<file path="src/rtl/boot_ctrl.sv">
// boot_ctrl: boot sequencer and memory write-port arbiter.
//
// Holds the CPU in reset while a UART upload streams bytes in, packs those
// bytes into 32-bit word writes with byte strobes, flushes any partial word
// when the upload ends, then hands the memory write port to the CPU.
// A start pulse while running re-enters the boot sequence.
//
// Optional feature: define BOOT_CTRL_TIMEOUT_EN to build the inter-byte
// upload timeout (sticky error flag, forced flush). Without it, error is 0
// and LOAD waits indefinitely for ld_complete.
//
// Ports:
//   clk, reset (sync, active-high), clk_enable (global advance enable)
//   start                       reload request, honoured in RUN only
//   ld_we/ld_addr/ld_byte       uploaded byte stream
//   ld_complete                 upload finished (level)
//   ld_reset, cpu_reset         resets for the upload receiver and the CPU
//   cpu_mem_we/addr/wdata/wstrb CPU write request
//   cpu_mem_stall               CPU must hold its request
//   mem_we/addr/wdata/wstrb     memory write port (addr word-aligned)
//   state                       current state (debug)
//   error                       sticky upload-timeout flag
module boot_ctrl #(
  parameter int unsigned TIMEOUT_CYCLES = 25175000
) (
  input  logic        clk,
  input  logic        reset,
  input  logic        clk_enable,
  input  logic        start,
  input  logic        ld_we,
  input  logic [31:0] ld_addr,
  input  logic [7:0]  ld_byte,
  input  logic        ld_complete,
  output logic        ld_reset,
  output logic        cpu_reset,
  input  logic        cpu_mem_we,
  input  logic [31:0] cpu_mem_addr,
  input  logic [31:0] cpu_mem_wdata,
  input  logic [3:0]  cpu_mem_wstrb,
  output logic        cpu_mem_stall,
  output logic        mem_we,
  output logic [31:0] mem_addr,
  output logic [31:0] mem_wdata,
  output logic [3:0]  mem_wstrb,
  output logic [1:0]  state,
  output logic        error
);

  typedef enum logic [1:0] {
    BOOT  = 2'b00,
    LOAD  = 2'b01,
    FLUSH = 2'b10,
    RUN   = 2'b11
  } state_t;

  state_t      state_q, state_d;

  // Pack buffer: word address, lane data and lane-valid mask.
  logic [29:0] buf_word_q, buf_word_d;
  logic [31:0] buf_data_q, buf_data_d;
  logic [3:0]  buf_mask_q, buf_mask_d;

  // Registered loader-side write port.
  logic        wr_we_q,   wr_we_d;
  logic [31:0] wr_addr_q, wr_addr_d;
  logic [31:0] wr_data_q, wr_data_d;
  logic [3:0]  wr_strb_q, wr_strb_d;

  logic [1:0]  lane;
  assign lane = ld_addr[1:0];

`ifdef BOOT_CTRL_TIMEOUT_EN
  localparam int unsigned CNT_W = $clog2(TIMEOUT_CYCLES + 1);
  localparam logic [CNT_W-1:0] CNT_LAST = CNT_W'(TIMEOUT_CYCLES - 1);

  logic [CNT_W-1:0] cnt_q, cnt_d;
  logic             started_q, started_d;   // first byte of this upload seen
  logic             error_q, error_d;

  logic unused_bits;
  assign unused_bits = ^cpu_mem_addr[1:0];
`else
  // Low CPU address bits are dropped by word alignment.
  logic unused_bits;
  assign unused_bits = ^{cpu_mem_addr[1:0], 32'(TIMEOUT_CYCLES)};
`endif

  // NOTE: reset is synchronous and wins over clk_enable; clk_enable=0 freezes
  // every register, including the one-cycle loader write strobe.
  always_ff @(posedge clk) begin
    if (reset) begin
      state_q    <= BOOT;
      buf_word_q <= '0;
      buf_data_q <= '0;
      buf_mask_q <= '0;
      wr_we_q    <= 1'b0;
      wr_addr_q  <= '0;
      wr_data_q  <= '0;
      wr_strb_q  <= '0;
`ifdef BOOT_CTRL_TIMEOUT_EN
      cnt_q      <= '0;
      started_q  <= 1'b0;
      error_q    <= 1'b0;
`endif
    end else if (clk_enable) begin
      state_q    <= state_d;
      buf_word_q <= buf_word_d;
      buf_data_q <= buf_data_d;
      buf_mask_q <= buf_mask_d;
      wr_we_q    <= wr_we_d;
      wr_addr_q  <= wr_addr_d;
      wr_data_q  <= wr_data_d;
      wr_strb_q  <= wr_strb_d;
`ifdef BOOT_CTRL_TIMEOUT_EN
      cnt_q      <= cnt_d;
      started_q  <= started_d;
      error_q    <= error_d;
`endif
    end
  end

  always_comb begin
    // NOTE: every variable gets a default first so no path infers a latch.
    state_d    = state_q;
    buf_word_d = buf_word_q;
    buf_data_d = buf_data_q;
    buf_mask_d = buf_mask_q;
    wr_we_d    = 1'b0;
    wr_addr_d  = wr_addr_q;
    wr_data_d  = wr_data_q;
    wr_strb_d  = wr_strb_q;
`ifdef BOOT_CTRL_TIMEOUT_EN
    cnt_d      = cnt_q;
    started_d  = started_q;
    error_d    = error_q;
`endif

    unique case (state_q)
      BOOT: begin
        buf_word_d = '0;
        buf_data_d = '0;
        buf_mask_d = '0;
`ifdef BOOT_CTRL_TIMEOUT_EN
        cnt_d      = '0;
        started_d  = 1'b0;
        error_d    = 1'b0;
`endif
        state_d    = LOAD;
      end

      LOAD: begin
        if (ld_we) begin
          // A byte for another word evicts the current partial word.
          if (buf_mask_q != 4'b0000 && ld_addr[31:2] != buf_word_q) begin
            wr_we_d    = 1'b1;
            wr_addr_d  = {buf_word_q, 2'b00};
            wr_data_d  = buf_data_q;
            wr_strb_d  = buf_mask_q;
            buf_data_d = '0;
            buf_mask_d = '0;
          end
          if (buf_mask_d == 4'b0000) begin
            buf_word_d = ld_addr[31:2];
          end
          buf_data_d[{lane, 3'b000} +: 8] = ld_byte;
          buf_mask_d[lane]                = 1'b1;
          // Only a merge can fill the word; a fresh load sets one lane.
          if (buf_mask_d == 4'b1111) begin
            wr_we_d    = 1'b1;
            wr_addr_d  = {buf_word_d, 2'b00};
            wr_data_d  = buf_data_d;
            wr_strb_d  = 4'b1111;
            buf_data_d = '0;
            buf_mask_d = '0;
          end
        end
`ifdef BOOT_CTRL_TIMEOUT_EN
        if (ld_we) begin
          cnt_d     = '0;
          started_d = 1'b1;
        end else if (started_q) begin
          if (cnt_q == CNT_LAST) begin
            error_d = 1'b1;
            state_d = FLUSH;
          end else begin
            cnt_d = cnt_q + 1'b1;
          end
        end
`endif
        if (ld_complete) begin
          state_d = FLUSH;
        end
      end

      FLUSH: begin
        if (buf_mask_q != 4'b0000) begin
          wr_we_d    = 1'b1;
          wr_addr_d  = {buf_word_q, 2'b00};
          wr_data_d  = buf_data_q;
          wr_strb_d  = buf_mask_q;
          buf_data_d = '0;
          buf_mask_d = '0;
        end
        state_d = RUN;
      end

      RUN: begin
        if (start) begin
          state_d = BOOT;
        end
      end

      default: state_d = BOOT;
    endcase
  end

  assign state         = state_q;
  assign ld_reset      = (state_q == BOOT);
  assign cpu_reset     = (state_q != RUN);
  assign cpu_mem_stall = (state_q != RUN);

`ifdef BOOT_CTRL_TIMEOUT_EN
  assign error = error_q;
`else
  assign error = 1'b0;
`endif

  // The flush write is registered, so it lands in the first RUN cycle; the
  // CPU has only just left reset then and cannot yet issue a store, so the
  // loader write takes that cycle and the CPU owns the port afterwards.
  always_comb begin
    if (wr_we_q || state_q != RUN) begin
      mem_we    = wr_we_q;
      mem_addr  = wr_addr_q;
      mem_wdata = wr_data_q;
      mem_wstrb = wr_strb_q;
    end else begin
      mem_we    = cpu_mem_we;
      mem_addr  = {cpu_mem_addr[31:2], 2'b00};
      mem_wdata = cpu_mem_wdata;
      mem_wstrb = cpu_mem_wstrb;
    end
  end

endmodule

</file>
<file path="config.mk">
export PLATFORM = sky130hd
export DESIGN_NAME = boot_ctrl
export DESIGN_NICKNAME = d
export VERILOG_FILES = /design/src/rtl/boot_ctrl.sv
export SDC_FILE = /design/constraint.sdc
export NUM_CORES = 1
export LEC_CHECK = 0
export CAP_MARGIN = 20
export CORE_ASPECT_RATIO = 1.1
export CORE_MARGIN = 2
export CORE_UTILIZATION = 50
export CTS_CLUSTER_DIAMETER = 30
export DETAILED_ROUTE_END_ITERATION = 12
export PLACE_DENSITY_LB_ADDON = 0.2
export SLEW_MARGIN = 5
export SYNTH_ARGS = -nofsm -noshare
export SYNTH_HDL_FRONTEND = slang
export SYNTH_SLANG_ARGS = --single-unit
</file>
<file path="constraint.sdc">
create_clock -name clk -period 5 [get_ports clk]
set_clock_uncertainty 0.15 [all_clocks]
set_input_delay 1.5 -clock clk [delete_from_list [all_inputs] [get_ports clk]]
set_output_delay 1.5 -clock clk [all_outputs]
set_load 0.01 [all_outputs]
</file>
### Yosys cells after proc, flatten, opt, wreduce, memory -nomap -nowiden

Cells that the tools add are included.

* register bits: 137
* input port bits: 115
* output and inout bits: 75
* word-level logic and storage cells: 85

* add/sub/neg operators: 1
* order comparisons: 2
* eq/ne operators: 11
* shifts and indexed selects: 2
* mux-type cells: 47
* bitwise gates (word level): 1
* reduce and logical (&&, ||, !) cells: 13

Operators with widths (number)
* 32-bit two-way mux: 16
* 32-bit one-hot mux with 2 select lines: 2
* 32-bit one-hot mux with 3 select lines: 1
* 30-bit two-way mux: 2
* 30-bit one-hot mux with 2 select lines: 1
* 4-bit two-way mux: 11
* 32-bit bitwise mux: 1
* 8-bit by 7-bit variable shift with 32-bit output, first input constant: 1
* 8-bit by 7-bit variable part select with 32-bit output: 1
* 30-bit != test: 1
* 4-bit one-hot mux with 3 select lines: 1
* 2-bit != test, second input constant: 5
* 2-bit one-hot mux with 4 select lines: 1
* 4-bit one-hot mux with 2 select lines: 1
* 5-bit negator with 7-bit output: 1
* 1-bit two-way mux: 6
* 3-bit AND reduction: 2
* 5-bit AND reduction: 1
* 2-bit equality test, second input constant: 2
* 4-bit equality test, second input constant: 1
* 4-bit logical NOT: 1
* 2-bit two-way mux: 2
* 4-bit OR: 1
* 4-bit AND reduction: 1
* other kinds (12): 14

### Depth between registers and ports, before layout

* word-level depth: 10
* mapped depth: 11
* gate-level depth less buffers: 8

### Worst setup path before layout

No wires, ideal clock.

* path type: input port to flip-flop
* start: input ld_addr[4]
* end: register wr_addr_q[26]
* setup time: 0.134 ns
* data arrival time: 3.886 ns
* required time: 4.716 ns
* setup slack: 0.830 ns
* cell stages on the path: 11
* path buffers: 3
* cells stage by stage: xnor2_1 > nand4_1 > nor4_4 > a41oi_1 > or4_1 > buf_2 > a311o_1 > buf_2 > nor2_1 > buf_2 > a311oi_1

* word-level cells in the longest chain between the ends: 10
* elaborated cells on any way between the ends: 14
* those cells by class: eq/ne (3); mux (7); bitwise (1); reduce/logical (3)

Ends and longest elaborated chain
* start: declaration: RTL line 31 `input logic [31:0] ld_addr,`
* 30-bit != test (*): RTL line 154 `if (buf_mask_q != 4'b0000 && ld_addr[31:2] != buf_word_q) begin`
* 1-bit logical AND (*): RTL line 154
* 4-bit two-way mux: RTL line 154
* 4-bit two-way mux: RTL line 152 `if (ld_we) begin`
* 4-bit two-way mux: RTL line 138 `unique case (state_q)`
* 4-bit OR (no line) or 4-bit logical NOT (tied branches)
* 4-bit equality test or 30-bit two-way mux (tied branches): RTL line 168, 162
* 32-bit two-way mux: RTL line 168 `if (buf_mask_d == 4'b1111) begin`
* 32-bit two-way mux: RTL line 152
* 32-bit one-hot mux with 2 select lines: RTL line 138
* end signal: assignment: RTL line 111 `wr_addr_q <= wr_addr_d;`
* end: declaration: RTL line 65 `logic [31:0] wr_addr_q, wr_addr_d;`

Every way passes the cells marked *; elsewhere a longest branch is shown, timed or not. The select of a mux whose other input is x is not followed.
A chain may end at the register's enable or synchronous reset.

### Final worst setup path

* start: input ld_addr[22]
* end: register wr_addr_q[4]

Same word-level chain as after synthesis.

==> results.py <==
metrics = {
    "cells_and_area": {
        "antennaDiodeCount": 0,
        "multi_input_area_sq_um": 4340,
        "seq_area_sq_um": 2700,
        "fill_cells": 1160,
        "num-nets-final": 1131,
        "drive_gt1_share_pct": 14.4,
        "final_util_pct": 70.0,
        "area_delta_synth_final_pct": 36.2,
        "layout.cells.non_filler": 1209,
    },
    "clock_network": {
        "worstSkewPairLatency_ns": 0.43,
        "cts_sinks": 135,
        "clockBufferDepth": 2,
        "cts-root-buf": "clkbuf_16",
        "cts.clk_slew.worst_paths_ns": 0.06,
        "h-tree-depth": 4,
        "cts_resized": 0,
        "post_cts_buffers": 0,
        "hold_buffers": 0,
        "numCtsBuffers": 17,
        "cts_tree": "done",
    },
    "pwr": {
        "leakagePower_nw": 3.25,
        "irDropWorstVdd_uv": 257,
        "p_per_area_nw_per_um2": 274,
    },
    "drt": {
        "wirelength_um": 21700,
        "firstDrtPassIters": 5,
        "wl_per_cell_um": 18.0,
        "drtAntennaViolNets": 0,
        "vias": 7418,
        "drc": 0,
        "drt-initial-drc-count": 883,
        "vias_per_cell": 6.14,
    },
    "yosys": {
        "synth_ff_type": "dfxtp_1",
        "ys_top_cells_by_count": "dfxtp_1, nor2_1, clkbuf_1",
        "ys_async_sr_fraction_pct": 0,
        "synth_edf_count": 0,
        "syn_area_per_cell_sq_um": 8.68,
        "synth_cells": 856,
        "yosysTopAreaCell": "dfxtp_1",
        "synth-seq-area-share_pct": 36.4,
        "ys_top_cells_by_area": "dfxtp_1, mux2_2, o41a_1",
        "synth_area_sq_um": 7430,
        "synth_seq_cells": 135,
        "yosysWarnings": 0,
        "post-synth-top-count-cell": "dfxtp_1",
        "synth_cell_types": 44,
        "synthDominantCellAreaShare_pct": 36.4,
    },
    "timing": {
        "hold_viol": 0,
        "rsz0062_at_grt": "false",
        "slew_viol_final": 0,
        "relSlewSlack_pct": 35.2,
        "tightest_slew_ns": 0.963,
        "max_clock_freq_mhz": 216,
        "fin_crit_ns": 4.62,
        "period_share_pct": 92.4,
        "setup_tns_ns": 0,
        "setup_viol_count_final": 0,
    },
    "place": {
        "hpwlAfterDp_um": 14100,
        "numPortBuffers": 184,
        "gp_congestion": 0.845,
        "dp_cells": 1177,
    },
    "grt": {
        "grt.total_usage_pct": 26.7,
        "antenna_found_initial": 0,
        "grt_pass1_wl_um": 34700,
        "grt_pass1_vias": 6918,
        "grt.overflow.total": 0,
        "grt_max_degree": 67,
    },
    "worst_setup_path": {
        "slowest_stage": "or4_1",
        "critPathArrivalTime_ns": 4.80,
        "worst-path-max-fanout": 34,
        "critPathCaptureType": "flop",
        "startpoint_type": "primary input",
        "crit_family": "simple AND/OR/NAND/NOR gates",
        "cp.required_ns": 5.19,
        "critPathMaxStageDelay_ns": 0.64,
        "worstSetupPathType": "primary input to flop",
        "crit_chain": "clkdlybuf4s50_1, xnor2_1, nand4_1, nor4_4, a41oi_1, or4_1, a311oi_4, buf_12, a21oi_1, a311oi_1",
        "critical_path_buf_inv_count": 2,
    },
    "floorplan": {
        "die_area_sq_um": 15800,
        "rows": 46,
        "core_sq_um": 14400,
        "die_h_um": 132,
        "ios": 190,
        "die_x_um": 120,
        "initial_core_util_pct": 51.4,
    },
    "job": {
        "max-cap-violations": 0,
    },
    "run_status": {
        "status": "complete, no violations",
    },
    "worst_hold_path": {
        "hp-class": "flop to flop",
    },
}
final cells by class:
class,count,area share (%)
multi-input combinational,617,42.9
sequential,135,26.7
timing repair buffer,222,22.0
clock buffer,23,4.63
tap,192,2.38
clock inverter,9,0.990
inverter,11,0.408
path summary, 6_finish.rpt:
check                              startpoint            end  slack [ns]  cells after the start
worst max-delay path              ld_addr[22]   wr_addr_q[4]        0.38                     10
worst min-delay path            wr_data_q[22]  wr_data_q[22]        0.32                      2
worst max register to register  buf_word_q[2]   wr_addr_q[4]        1.59                      9
worst min register to register  wr_data_q[22]  wr_data_q[22]        0.32                      2
through the flow:
step	hold WS, ns	setup slack, ns	area [sq um]	power [mW]
global route	0.348	0.228	10100	2.86
floorplan	0.298	0.830	7430	1.35
finish	0.323	0.381	10100	2.77
CTS	0.325	0.387	10100	2.77
global placement	0.308	0.000302	9550	1.57
detailed placement	0.316	-0.0546	9550	1.57
report_power, final:
part / switching, mW / internal [mW]
combinational: 0.249 / 0.200
sequential: 0.0118 / 1.09
clock: 0.461 / 0.754
total: 0.722 / 2.05
state kept, by name (all words and copies together) (netlist names):
| register | flops |
|---|---|
| buf_data_q | 32 |
| buf_mask_q | 4 |
| wr_addr_q | 30 |
| buf_word_q | 30 |
| state | 2 |
| wr_strb_q | 4 |
| wr_data_q | 32 |
| wr_we_q | 1 |
worst min-delay path, stage by stage, from the launching register on:
cell	delay [ns]
dfxtp_1	0.30
o21ai_0	0.07
a21oi_1	0.06
logic make-up after synthesis:
kind of cell,share of synthesized area (%)
fa+ha+maj,2.02
simple gates,11.7
xor+xnor,3.54
other cells,0.0505
compound gates,30.1
buf+inv,6.12
mux,10.1
flops,36.4
metal layers:
| metal | vias up | GRT usage [%] | wire, um |
|---|---|---|---|
| met5 | - | 0 | 0 |
| met2 | 255 | 45.0 | 10900 |
| met1 | 3556 | 33.2 | 8980 |
| li1 | 3563 | - | - |
| met4 | 0 | 11.1 | 603 |
| met3 | 44 | 5.10 | 1290 |
placed cells by master (no fill, tap or decap), drive strengths merged, types with 2 or more instances in the layout:
cell and n:
nor4 8, a311oi 31, ha 12, dfxtp 135, mux2 66, o21ai 64, nand4 7, o2111ai 32
a32oi 32, buf 39, nor3 8, xnor2 28, a41oi 4, a22oi 34, inv 6, clkbuf 23
nor2 73, clkinv 10, clkinvlp 2, nand2 64, a31o 2, clkdlybuf4s50 183, a21oi 68, and3 2
o41a 32, nor4b 2, bufinv 2, xor2 2, nand3 32, conb 3
(Power assumes the default switching activity.)
